### config.mk
export PLATFORM = sky130hd
export DESIGN_NAME = dcache_l2_if
export DESIGN_NICKNAME = d
export VERILOG_FILES = /design/src/rtl/dcache_pkg.sv /design/src/rtl/dcache_wbuf.sv /design/src/rtl/dcache_l2_if.sv
export SDC_FILE = /design/constraint.sdc
export NUM_CORES = 1
export LEC_CHECK = 0
export ABC_AREA = 1
export CAP_MARGIN = 20
export CORE_MARGIN = 1.5
export CORE_UTILIZATION = 35
export DETAILED_ROUTE_END_ITERATION = 6
export PLACE_DENSITY = 0.7
export SLEW_MARGIN = 40
export SYNTH_ARGS = -nofsm -noshare
export SYNTH_HDL_FRONTEND = slang
export SYNTH_SLANG_ARGS = --single-unit
### constraint.sdc
create_clock -name clk -period 4.35 [get_ports clk]
set_input_delay 0.87 -clock clk [delete_from_list [all_inputs] [get_ports clk]]
set_output_delay 0.87 -clock clk [all_outputs]
set_load 0.02 [all_outputs]
### src/rtl/dcache_pkg.sv
// dcache_pkg: shared types for the dcache-to-L2 miss interface.
// Line-address slicing, read FSM encodings and victim buffer entry.
`ifndef DCACHE_PKG_SV
`define DCACHE_PKG_SV

`define DCACHE_LINE_ADDR(a) a[$bits(a)-1:dcache_pkg::LINE_OFS_W]

package dcache_pkg;

    localparam int LINE_OFS_W = 4;
    localparam int DEF_ADDR_W = 32;
    localparam int DEF_LINE_W = 128;
    localparam int LADDR_W    = DEF_ADDR_W - LINE_OFS_W;

    typedef enum logic [2:0] {
        RD_IDLE = 3'd0,
        RD_REQ  = 3'd1,
        RD_WAIT = 3'd2,
        RD_FILL = 3'd3,
        RD_DONE = 3'd4
    } rd_state_e;

    typedef struct packed {
        logic                  valid;
        logic [LADDR_W-1:0]    line_addr;
        logic [DEF_LINE_W-1:0] data;
    } wbuf_entry_t;

endpackage

`endif

### src/rtl/dcache_wbuf.sv
// dcache_wbuf: victim write-back FIFO with pointers, count and flags.
// DCACHE_WBUF_FWD_EN adds an associative lookup (youngest match wins).
module dcache_wbuf
    import dcache_pkg::*;
#(
    parameter int DEPTH = 2
) (
    input  logic                  clk,
    input  logic                  reset,
    input  logic                  enq,
    input  logic [LADDR_W-1:0]    enq_addr,
    input  logic [DEF_LINE_W-1:0] enq_data,
    input  logic                  deq,
    output logic [LADDR_W-1:0]    head_addr,
    output logic [DEF_LINE_W-1:0] head_data,
`ifdef DCACHE_WBUF_FWD_EN
    input  logic [LADDR_W-1:0]    match_addr,
    output logic                  match_hit,
    output logic [DEF_LINE_W-1:0] match_data,
`endif
    output logic                  full,
    output logic                  empty
);

    localparam int PW = $clog2(DEPTH);
    localparam int CW = PW + 1;

    wbuf_entry_t     mem_q [DEPTH];
    wbuf_entry_t     mem_d [DEPTH];
    logic [PW-1:0]   wr_ptr_q, wr_ptr_d;
    logic [PW-1:0]   rd_ptr_q, rd_ptr_d;
    logic [CW-1:0]   count_q, count_d;
    logic            enq_ok, deq_ok;

    assign full      = (count_q == CW'(DEPTH));
    assign empty     = (count_q == '0);
    assign enq_ok    = enq & ~full;
    assign deq_ok    = deq & ~empty;
    assign head_addr = mem_q[rd_ptr_q].line_addr;
    assign head_data = mem_q[rd_ptr_q].data;

    // Next-state for storage, pointers and occupancy count
    always_comb begin
        mem_d    = mem_q;
        wr_ptr_d = wr_ptr_q;
        rd_ptr_d = rd_ptr_q;
        if (enq_ok) begin
            mem_d[wr_ptr_q].valid     = 1'b1;
            mem_d[wr_ptr_q].line_addr = enq_addr;
            mem_d[wr_ptr_q].data      = enq_data;
            wr_ptr_d                  = wr_ptr_q + 1'b1;
        end
        if (deq_ok) begin
            mem_d[rd_ptr_q].valid = 1'b0;
            rd_ptr_d              = rd_ptr_q + 1'b1;
        end
        count_d = count_q + CW'(enq_ok) - CW'(deq_ok);
    end

    // Storage and pointer registers
    always_ff @(posedge clk) begin
        if (!reset) begin
            wr_ptr_q <= '0;
            rd_ptr_q <= '0;
            count_q  <= '0;
            for (int i = 0; i < DEPTH; i++) begin
                mem_q[i] <= '0;
            end
        end else begin
            wr_ptr_q <= wr_ptr_d;
            rd_ptr_q <= rd_ptr_d;
            count_q  <= count_d;
            mem_q    <= mem_d;
        end
    end

`ifdef DCACHE_WBUF_FWD_EN
    // Scan oldest to youngest so the youngest matching entry wins
    always_comb begin
        logic [PW-1:0] idx;
        idx        = '0;
        match_hit  = 1'b0;
        match_data = '0;
        for (int i = 0; i < DEPTH; i++) begin
            idx = rd_ptr_q + PW'(i);
            if (mem_q[idx].valid &&
                mem_q[idx].line_addr == match_addr) begin
                match_hit  = 1'b1;
                match_data = mem_q[idx].data;
            end
        end
    end
`endif

endmodule

### src/rtl/dcache_l2_if.sv
// dcache_l2_if: refill read FSM, victim buffer and shared L2 port.
// Optional DCACHE_WBUF_FWD_EN: reads served from / bypass the wbuf.
module dcache_l2_if
    import dcache_pkg::*;
#(
    parameter int ADDR_W     = 32,
    parameter int LINE_W     = 128,
    parameter int WBUF_DEPTH = 2
) (
    input  logic                     clk,
    input  logic                     reset,
    input  logic                     drq,
    input  logic                     l2_cache_rw,
    input  logic [ADDR_W-1:0]        l2_addr,
    input  logic [LINE_W-1:0]        data_rd,
    output logic                     l2_busy,
    output logic                     l2_rdy,
    output logic [LINE_W-1:0]        data_wd_l2,
    output logic                     complete,
    output logic                     l2_complete,
    output logic                     l2_req,
    output logic                     l2_we,
    output logic [ADDR_W-5:0]        l2_req_addr,
    output logic [LINE_W-1:0]        l2_wdata,
    input  logic                     l2_gnt,
    input  logic                     l2_rvalid,
    input  logic [LINE_W-1:0]        l2_rdata
);

    localparam int LA_W = ADDR_W - LINE_OFS_W;

    rd_state_e           state_q, state_d;
    logic [LA_W-1:0]     rd_addr_q, rd_addr_d;
    logic [LINE_W-1:0]   rdata_q, rdata_d;
    logic                l2_complete_q, l2_complete_d;
    logic                drain_hold_q, drain_hold_d;

    logic [LA_W-1:0]     req_line;
    logic                unused_lo;
    logic                in_idle, mask;
    logic                wr_accept, rd_req_ok;
    logic                rd_go, rd_hit, rd_stall;
    logic                drain_req, rd_owns;
    logic                wb_full, wb_empty;
    logic [LA_W-1:0]     wb_head_addr;
    logic [LINE_W-1:0]   wb_head_data;
    logic [LINE_W-1:0]   hit_data;

    assign req_line  = `DCACHE_LINE_ADDR(l2_addr);
    assign unused_lo = ^l2_addr[LINE_OFS_W-1:0];

    assign in_idle   = (state_q == RD_IDLE);
    assign mask      = l2_complete_q | (state_q == RD_DONE);
    assign wr_accept = in_idle & drq & l2_cache_rw & ~wb_full & ~mask;
    assign rd_req_ok = in_idle & drq & ~l2_cache_rw & ~mask;

`ifdef DCACHE_WBUF_FWD_EN
    logic wb_hit;

    assign rd_hit = rd_req_ok & wb_hit;
    assign rd_go  = rd_req_ok & ~wb_hit & ~drain_hold_q;
`else
    assign hit_data = '0;
    assign rd_hit   = 1'b0;
    assign rd_go    = rd_req_ok & wb_empty & ~drain_hold_q;
`endif

    assign rd_stall  = rd_req_ok & ~rd_hit & ~rd_go;
    assign rd_owns   = (state_q == RD_REQ) | (state_q == RD_WAIT);
    assign drain_req = ~wb_empty & ~rd_owns & ~rd_go;

    dcache_wbuf #(
        .DEPTH      (WBUF_DEPTH)
    ) u_wbuf (
        .clk        (clk),
        .reset      (reset),
        .enq        (wr_accept),
        .enq_addr   (req_line),
        .enq_data   (data_rd),
        .deq        (drain_req & l2_gnt),
        .head_addr  (wb_head_addr),
        .head_data  (wb_head_data),
`ifdef DCACHE_WBUF_FWD_EN
        .match_addr (req_line),
        .match_hit  (wb_hit),
        .match_data (hit_data),
`endif
        .full       (wb_full),
        .empty      (wb_empty)
    );

    // Read FSM next state, latched address and refill line
    always_comb begin
        state_d       = state_q;
        rd_addr_d     = rd_addr_q;
        rdata_d       = rdata_q;
        l2_complete_d = wr_accept;
        drain_hold_d  = drain_req & ~l2_gnt;
        unique case (state_q)
            RD_IDLE: begin
                if (rd_hit) begin
                    state_d   = RD_FILL;
                    rd_addr_d = req_line;
                    rdata_d   = hit_data;
                end else if (rd_go) begin
                    state_d   = RD_REQ;
                    rd_addr_d = req_line;
                end
            end
            RD_REQ: begin
                if (l2_gnt) state_d = RD_WAIT;
            end
            RD_WAIT: begin
                if (l2_rvalid) begin
                    state_d = RD_FILL;
                    rdata_d = l2_rdata;
                end
            end
            RD_FILL: state_d = RD_DONE;
            RD_DONE: state_d = RD_IDLE;
            default: state_d = RD_IDLE;
        endcase
    end

    // L2 port mux: read owns it in REQ/WAIT, else the drain head
    always_comb begin
        l2_req      = 1'b0;
        l2_we       = 1'b0;
        l2_req_addr = rd_addr_q;
        l2_wdata    = wb_head_data;
        if (state_q == RD_REQ) begin
            l2_req = 1'b1;
        end else if (drain_req) begin
            l2_req      = 1'b1;
            l2_we       = 1'b1;
            l2_req_addr = wb_head_addr;
        end
    end

    // FSM state and pulse registers
    always_ff @(posedge clk) begin
        if (!reset) begin
            state_q       <= RD_IDLE;
            rd_addr_q     <= '0;
            rdata_q       <= '0;
            l2_complete_q <= 1'b0;
            drain_hold_q  <= 1'b0;
        end else begin
            state_q       <= state_d;
            rd_addr_q     <= rd_addr_d;
            rdata_q       <= rdata_d;
            l2_complete_q <= l2_complete_d;
            drain_hold_q  <= drain_hold_d;
        end
    end

    assign l2_busy     = ~in_idle | wb_full | rd_stall;
    assign l2_rdy      = (state_q == RD_FILL);
    assign complete    = (state_q == RD_DONE);
    assign l2_complete = l2_complete_q;
    assign data_wd_l2  = rdata_q;

endmodule

==> results of run 1 <==
-- critical path, stage by stage, from the launching register on --
cell and delay (ps):
dfxtp_1 470, inv_2 80, nand3_1 140, nand2_1 130, nor2_4 320, buf_4 330
nand2_1 80, o21ai_0 90, clkdlybuf4s50_1 660
-- metal layers --
metal | GRT usage [%] | share of wire, % | vias to the layer above
li1 | - | - | 10400
met1 | 21.6 | 41 | 8307
met2 | 30.1 | 46 | 485
met3 | 6.59 | 8.6 | 125
met4 | 8.35 | 4.0 | 6
met5 | 0 | 0.063 | -
-- cells in the mapped netlist, types with 2 or more instances --
cell type | count | area [µm²]
dfxtp_1 | 477 | 9550
nor2_1 | 694 | 2610
nand3_1 | 8 | 40.0
a21oi_1 | 130 | 651
inv_1 | 485 | 1820
ha_1 | 2 | 25.0
o21ai_0 | 304 | 1520
nor3_1 | 2 | 10.0
clkbuf_1 | 120 | 450
buf_4 | 3 | 22.5
inv_2 | 2 | 7.51
nand2_1 | 876 | 3290
buf_1 | 8 | 30.0
buf_6 | 22 | 248
nand3b_1 | 2 | 15.0
buf_2 | 43 | 215
o21ai_1 | 11 | 55.1
nor2_4 | 2 | 22.5
-- how the worst max path moves through the flow --
| stage | endpoint | startpoint | slack (ps) | cells after the start |
|---|---|---|---|---|
| floorplan | l2_busy | l2_cache_rw | 1980 | 3 |
| global placement | l2_busy | drq | 1210 | 4 |
| detailed placement | l2_busy | drq | 1200 | 4 |
| CTS | l2_req_addr[9] | state_q[1] | 570 | 8 |
| global route | l2_req_addr[9] | state_q[1] | 390 | 8 |
| finish | l2_req_addr[9] | state_q[1] | 600 | 8 |
-- power by group through the flow --
stage / Clock, W / Sequential, W / Combinational (W)
finish: 0.00445 / 0.00542 / 0.00536
global route: 0.00478 / 0.00550 / 0.00597
CTS: 0.00460 / 0.00543 / 0.00542
detailed placement: 0 / 0.00552 / 0.00537
global placement: 0 / 0.00549 / 0.00533
floorplan: 0 / 0.00570 / 0.00297
-- cell families after synthesis --
| group | Yosys count | share of synthesized area [%] |
|---|---|---|
| DFF | 477 | 46.3 |
| buffers and inverters | 683 | 13.6 |
| AOI/OAI and AO/OA | 445 | 10.8 |
| and+or+nand+nor | 1587 | 29.2 |
| xor gates and xnor gates | 1 | 0.0425 |
| adders and majority gates | 2 | 0.121 |
-- area by class of cell --
cell class / count / share of cell area (%)
flip-flops and latches: 477 / 33.4
multi-input cells: 2035 / 29.0
repair buffers: 605 / 21.8
inverters: 487 / 6.39
clock buffers: 76 / 5.28
well taps: 765 / 3.35
clock inverters: 14 / 0.709
diodes: 4 / 0.0350
-- per-stage QoR --
stage	power [W]	hold slack, ps	cell area (µm²)
6_report	0.0152	440	28600
5_1_grt	0.0162	459	28600
4_1_cts	0.0154	444	28600
3_5_place_dp	0.0109	435	26800
3_3_place_gp	0.0108	429	26800
2_1_floorplan	0.00866	445	20600
==> qor.csv, run 1 <==
metric,value,unit
status,completed,
count of state elements after synthesis,477,
PortBufs,579,
Max Fanout on Critical Path,25,
RSZ-0062 raised after global routing,false,
I/O Pins,584,
first-pass iteration count of the detailed router,5,
Internal,0.00996,W
"Net count, final",3953,
synthesized cell area,20600,µm²
final core utilization,49.4,%
CP Launch Type,flop,
Combinational Power Share,35.2,%
WP data arrival,2880,ps
gr usage total,18.4,%
H-tree levels,2,
clock sink count,477,
Max Cap Viol,0,
drt first-iter violations,980,
hold_sp,data_wd_l2[91],
r2r setup slk,2250,ps
CTS max path bufs,3,
"Avg Cell Area, Syn",6.45,µm²
fin crit share,86.1,%
final wirelength,57200,µm
post-synth cell types,22,
Pins Over Slew Limit,0,
CP required,3480,ps
WL per Instance,12.8,µm
share of layout cells above drive strength 1,3.14,%
Rows,88,
area of the multi-input gates,8300,µm²
"most common cell after layout, fill and taps aside",nand2_1,
Slew HR,47.2,%
global-route wire length before repair,90700,µm
CTS buffer count,51,
Worst-Margin Slew,792,ps
drt via density,4.32,
critical path class,reg2out,
Congestion Overflow GR,0,
Hold Path Depth,2,
"EDFF count, synth",0,
Root Driver,clkbuf_16,
most frequent cells in the layout,"876 x nand2_1, 693 x nor2_1, 578 x clkdlybuf4s50_1",
fin cells,4463,
net switching power,0.00528,W
P_leak,13.1,nW
worst setup margin,603,ps
Syn Inst Count,3195,
Layout fillers,5793,
Syn Nets,3491,
asr flop ratio synth,0,%
R2R depth,10,
PwrDens,533,nW/µm²
Die X,246,µm
Hold Path Sink,data_wd_l2[91],
Setup crit end kind,primary output,
yosys warns,0,
routability cong.,0.821,
worst hold-check path type,reg2reg,
Setup Buffers After CTS,0,
Area Growth Syn to Fin,38.7,%
Highest Clock Rate,267,MHz
switching share of power,34.6,%
Routed Antenna Nets,0,
setup violators final,0,
Core Region,57900,µm²
peak supply drop,0.294,mV
Starting Density,35.6,%
clock power share,29.2,%
setup TNS,0,ps
CTS tree,yes,
FF/Latch Area,9550,µm²
Seq pwr share,35.6,%
hold bufs inserted after CTS,0,
Post-Place Worst Slack,1200,ps
initial antenna violation count,7,
FF-to-FF Start,state_q[0],
via count,19300,
Final HPWL DP,38200,µm
predominant post-synthesis flop cell,dfxtp_1,
Worst Skew,19.3,ps
DIE AREA,60400,µm²
fin crit period,3750,ps
sequential-to-total area share from yosys stat,46.3,%
Worst-path clk slew,60,ps
dpl cells,4368,
number of gates resized after CTS,0,
worst skew pair latency,580,ps
Die Span Y,246,µm
largest net degree at the start of global routing,127,
vias in the first global route,17600,
number of hold violations in the final report,0,
DRC viols,0,
Power figures use the tool's default switching activity.
==> run 2: changes to the inputs <==
--- a/config.mk
+++ b/config.mk
@@ -7,10 +7,12 @@
 export LEC_CHECK = 0
 export ABC_AREA = 1
 export CAP_MARGIN = 20
+export CELL_PAD_IN_SITES_DETAIL_PLACEMENT = 1
+export CELL_PAD_IN_SITES_GLOBAL_PLACEMENT = 2
 export CORE_MARGIN = 1.5
-export CORE_UTILIZATION = 35
+export CORE_UTILIZATION = 27
 export DETAILED_ROUTE_END_ITERATION = 6
-export PLACE_DENSITY = 0.7
+export PLACE_DENSITY = 0.94
 export SLEW_MARGIN = 40
 export SYNTH_ARGS = -nofsm -noshare
 export SYNTH_HDL_FRONTEND = slang
==> run 2 against run 1 <==
- utilization down 11 points
- first-iteration DRC count decreased by 16%
- worst hold slack better by 3.0 ps
- setup slack improved by 120 ps
- clock skew down 7.5 ps
- clock power grew 8.5%
- die area grew 29%
- cell area increased by 1.6%
- via count rose by 4.7%
- count of clock-buffer cells in the layout increased by 20
- wire length rose by 20%
- non-clock buffer count rose by 4
- largest power group is now combinational cells
==> qor.csv, run 2 (synthesized netlist as in run 1, its figures left out) <==
metric,value,unit,change
global-route wire length before repair,108000,µm,+19%
vias in the first global route,20000,,+14%
final core utilization,38.3,%,-11 points
Metal-1 WL,28000,µm,+19%
Setup crit end kind,primary output,,
uppermost routed layer,met5,,
PwrDens,543,nW/µm²,+1.9%
worst hold-check path type,reg2reg,,
Core Region,75800,µm²,+31%
hold bufs inserted after CTS,0,,unchanged
routability cong.,0.805,,-2.0%
Slew HR,44.1,%,-3.1 points
CP required,3480,ps,about the same
Starting Density,27.2,%,-8.4 points
fin cells,4702,,+5.4%
setup violators final,0,,unchanged
"most common cell after layout, fill and taps aside",nand2_1,,
clock sink count,477,,unchanged
H-tree levels,2,,unchanged
RSZ-0062 raised after global routing,false,,
CTS tree,yes,,
WL per Instance,14.6,µm,+14%
first-pass iteration count of the detailed router,5,,unchanged
gr usage total,17.1,%,-1.3 points
PortBufs,579,,unchanged
initial antenna violation count,13,,+6
Layout fillers,9599,,+66%
final wirelength,68500,µm,+20%
Max Cap Viol,0,,unchanged
Die X,279,µm,+14%
drt first-iter violations,822,,-16%
Worst-Margin Slew,839,ps,+46.7 ps
CTS max path bufs,3,,unchanged
CTS buffer count,59,,+16%
drt via density,4.29,,-0.66%
Congestion Overflow GR,0,,unchanged
setup TNS,0,ps,unchanged
met3 wire length,4920,µm,+0.26%
Setup Buffers After CTS,0,,unchanged
I/O Pins,584,,unchanged
status,completed,,
DRC viols,0,,unchanged
Routed Antenna Nets,0,,unchanged
via count,20200,,+4.7%
r2r setup slk,2080,ps,-170 ps
largest net degree at the start of global routing,180,,+42%
DIE AREA,78000,µm²,+29%
most frequent cells in the layout,"876 x nand2_1, 693 x nor2_1, 578 x clkdlybuf4s50_1",,
Rows,101,,+15%
critical path class,reg2out,,
CP Launch Type,flop,,
fin crit period,3630,ps,-119 ps
met2 routed WL,33100,µm,+25%
WP data arrival,2760,ps,-120 ps
Worst Skew,11.8,ps,-7.51 ps
Area Growth Syn to Fin,40.9,%,
"Net count, final",3965,,+0.30%
fin crit share,83.4,%,-2.7 points
worst skew pair latency,600,ps,+20 ps
Max Fanout on Critical Path,57,,+130%
share of layout cells above drive strength 1,3.50,%,+0.36 points
Power Total,0.0158,W,+3.6%
peak supply drop,0.327,mV,+11%
Final HPWL DP,46100,µm,+21%
P_leak,13.2,nW,+0.73%
number of gates resized after CTS,0,,unchanged
worst hold slack,443,ps,+2.97 ps
Highest Clock Rate,276,MHz,+3.3%
Die Span Y,279,µm,+14%
number of hold violations in the final report,0,,unchanged
Root Driver,clkbuf_16,,
Pins Over Slew Limit,0,,unchanged
Worst-path clk slew,60,ps,about the same
dpl cells,4584,,+4.9%
==> run 2: cell types whose count changed in the layout (fill, tap and decap cells not counted), sizes merged <==
| cell | delta |
|---|---|
| buf | +4 |
| clkinvlp | -1 |
| diode | +4 |
| clkinv | +3 |
| bufinv | -4 |
| clkbuf | +20 |
==> run 2: through the flow <==
| stage | setup slack, ps | instance area, µm² |
|---|---|---|
| floorplan | 1980 | 20600 |
| global placement | 1170 | 27100 |
| detailed placement | 1160 | 27100 |
| CTS | 605 | 29000 |
| global route | 480 | 29000 |
| finish | 722 | 29000 |
==> run 2: area by class of cell <==
cell class                      count  area, µm²  area share, %
Clock buffer                       96       1810           6.22
Multi-Input combinational cell   2035       8300           28.6
Inverter                          487       1830           6.29
Sequential cell                   477       9550           32.9
Timing Repair Buffer              609       6210           21.4
Antenna cell                        8       20.0         0.0689
Tap cell                          978       1220           4.21
Clock inverter                     12        108          0.370
==> run 2: worst paths after layout <==
path,start,endpoint,depth (start not counted)
max,u_wbuf.rd_ptr_q,l2_wdata[99],4
min,data_wd_l2[92],data_wd_l2[92],2
max reg2reg,l2_complete,flop,9
min reg2reg,data_wd_l2[92],data_wd_l2[92],2
==> run 2: worst max-delay path, cell delays in order (launching register included) <==
cell and delay, ps:
dfxtp_4 820, buf_4 430, nand2_1 100, o21ai_0 90, clkdlybuf4s50_1 680
==> run 2: routing by layer <==
layer,vias up,track usage (%)
met3,137,5.82
met4,12,6.22
li1,10400,-
met2,402,29.9
met5,-,0
met1,9236,19.3
==> run 2: report_power, final <==
group | switching (W) | total, W | internal (W)
Combinational | 0.00333 | 0.00550 | 0.00217
Clock | 0.00195 | 0.00483 | 0.00288
Sequential | 0.000331 | 0.00545 | 0.00512
Total | 0.00561 | 0.0158 | 0.0102
==> run 3: changes to the inputs <==
--- a/config.mk
+++ b/config.mk
@@ -10,9 +10,9 @@
 export CELL_PAD_IN_SITES_DETAIL_PLACEMENT = 1
 export CELL_PAD_IN_SITES_GLOBAL_PLACEMENT = 2
 export CORE_MARGIN = 1.5
-export CORE_UTILIZATION = 27
+export CORE_UTILIZATION = 22
 export DETAILED_ROUTE_END_ITERATION = 6
-export PLACE_DENSITY = 0.94
+export PLACE_DENSITY = 0.83
 export SLEW_MARGIN = 40
 export SYNTH_ARGS = -nofsm -noshare
 export SYNTH_HDL_FRONTEND = slang
==> constraint.sdc (replaced) <==
create_clock -name clk -period 3.1 [get_ports clk]
set_input_delay 0.62 -clock clk [delete_from_list [all_inputs] [get_ports clk]]
set_output_delay 0.62 -clock clk [all_outputs]
set_load 0.02 [all_outputs]
==> run 3 against run 2 <==
- combinational power up 44%
- power rose by 43%
- cell area grew 2.9%
- critical path type unchanged
- critical path depth increased by 1
- sequential power increased by 39%
- die area up 22%
==> qor.csv, run 3 (synthesized netlist as in run 1, its figures left out) <==
metric,value,unit,change
status,completed,,
WP data arrival,2350,ps,-410 ps
drt via density,4.02,,-6.3%
CP required,2480,ps,-1000 ps
Die X,309,µm,+11%
global-route wire length before repair,112000,µm,+3.5%
P_leak,14.2,nW,+7.8%
CTS buffer count,59,,unchanged
share of layout cells above drive strength 1,4.46,%,+0.96 points
Post-Place Worst Slack,412,ps,-747 ps
setup TNS,0,ps,unchanged
CTS max path bufs,3,,unchanged
Setup crit end kind,primary output,,
cell family with most CP delay,buffers and inverters,,
Seq pwr share,33.5,%,-1.0 points
net switching power,0.00809,W,+44%
Area Growth Syn to Fin,45.0,%,
Worst-path clk slew,60,ps,about the same
number of hold violations in the final report,0,,unchanged
clock power share,31.5,%,+0.9 points
gr usage total,14.7,%,-2.4 points
vias in the first global route,20100,,+0.75%
Max Fanout on Critical Path,35,,-39%
Highest Clock Rate,337,MHz,
setup violators final,0,,unchanged
DIE AREA,95600,µm²,+22%
final core utilization,32.1,%,-6.2 points
critical path class,reg2out,,
CP Launch Type,flop,,
"most common cell after layout, fill and taps aside",nand2_1,,
worst skew pair latency,660,ps,+60 ps
CTS tree,yes,,
Root Driver,clkbuf_16,,
final wirelength,71800,µm,+4.8%
fin area,29900,µm²,+2.9%
fin cells,5002,,+6.4%
Worst-Margin Slew,524,ps,-315 ps
via count,20100,,-0.29%
Slew HR,65.0,%,+21 points
CP dominant cell by count,buf_12,,
max incr delay on CP,650,ps,-170 ps
Worst Skew,41.3,ps,+29.5 ps
routability cong.,0.757,,-6.0%
initial antenna violation count,12,,-1
"Net count, final",3992,,+0.68%
clock sink count,477,,unchanged
largest net degree at the start of global routing,99,,-45%
Core Region,93000,µm²,+23%
switching share of power,35.8,%,+0.20 points
Max Cap Viol,0,,unchanged
Combinational Power Share,35.0,%,about the same
Final HPWL DP,50000,µm,+8.4%
PwrDens,757,nW/µm²,+39%
Crit-path slowest cell,clkdlybuf4s50_1,,
Placed Area,27800,µm²,+2.7%
Die Span Y,309,µm,+11%
Layout fillers,11600,,+21%
drt first-iter violations,744,,-9.5%
most frequent cells in the layout,"876 x nand2_1, 693 x nor2_1, 504 x clkdlybuf4s50_1",,
fin crit period,2970,ps,
dpl cells,4886,,+6.6%
crit-path cells,buf_12 -> buf_12 -> nand2_1 -> o21ai_0 -> clkdlybuf4s50_1,,
DRC viols,0,,unchanged
RSZ-0062 raised after global routing,false,,
Pins Over Slew Limit,0,,unchanged
Routed Antenna Nets,0,,unchanged
Congestion Overflow GR,0,,unchanged
Rows,112,,+11%
PortBufs,579,,unchanged
first-pass iteration count of the detailed router,4,,-1
worst hold-check path type,in2reg,,
Internal,0.0145,W,+43%
H-tree levels,2,,unchanged
I/O Pins,584,,unchanged
peak supply drop,0.421,mV,+29%
worst setup margin,135,ps,-588 ps
WL per Instance,14.4,µm,-1.5%
worst path bufs/invs,3,,+1
Starting Density,22.2,%,-5.0 points
fin crit share,95.7,%,
-- run 3: changes by cell type in the layout (fill, tap and decap cells not counted), moves of 7 or more --
cell             delta
dlygate4sd2_1      +33
clkdlybuf4s50_1    -74
dlymetal6s2s_1     +38
clkbuf_1            -7
buf_12             +16
buf_4              +14
-- run 3: repair_timing --
| action | CTS | global route |
|---|---|---|
| setup buffers | 3 | 0 |
| gates resized for setup | 38 | 42 |
| endpoints found under the setup margin | 145 | 40 |
| hold buffers | 0 | 0 |
-- run 3: final timing paths --
check        slack [ps]              to  cells after the start       startpoint
max                 130    l2_wdata[70]                      5  u_wbuf.rd_ptr_q
min                 410  data_wd_l2[68]                      3            reset
max reg2reg        1100            flop                      8       state_q[2]
min reg2reg         440  data_wd_l2[72]                      2   data_wd_l2[72]
-- run 3: metal layers --
| layer | share of wire (%) | vias to the layer above | wire, µm | GRT usage (%) |
|---|---|---|---|---|
| li1 | - | 10500 | - | - |
| met1 | 42 | 9212 | 29900 | 16.8 |
| met2 | 49 | 351 | 35000 | 25.8 |
| met3 | 7.2 | 97 | 5190 | 4.88 |
| met4 | 2.2 | 12 | 1590 | 4.43 |
| met5 | 0.12 | - | 84 | 0 |
-- run 3: layout make-up --
class	instances	area, µm²	area share [%]
inverters	487	1830	6.12
clock buffers	93	1840	6.14
multi-input cells	2035	8300	27.8
well taps	1254	1570	5.25
diodes	4	10.0	0.0335
repair buffers	636	6620	22.1
flip-flops and latches	477	9550	32.0
clock inverters	16	174	0.582
-- run 3: worst min-delay path: stages --
cell	delay, ps
buf_8	220
o21ai_0	140
a21oi_1	40
-- run 3: stage by stage --
| stage | power, W | hold slack [ps] |
|---|---|---|
| global route | 0.0242 | 414 |
| finish | 0.0226 | 412 |
| floorplan | 0.0122 | 445 |
| CTS | 0.0232 | 359 |
| detailed placement | 0.0159 | 435 |
| global placement | 0.0157 | 430 |
-- run 3: power by group through the flow --
stage	Clock, W	Sequential [W]	Combinational, W
6_report	0.00712	0.00758	0.00792
5_1_grt	0.00766	0.00769	0.00883
4_1_cts	0.00744	0.00759	0.00813
3_5_place_dp	0	0.00773	0.00814
3_3_place_gp	0	0.00769	0.00804
2_1_floorplan	0	0.00799	0.00417
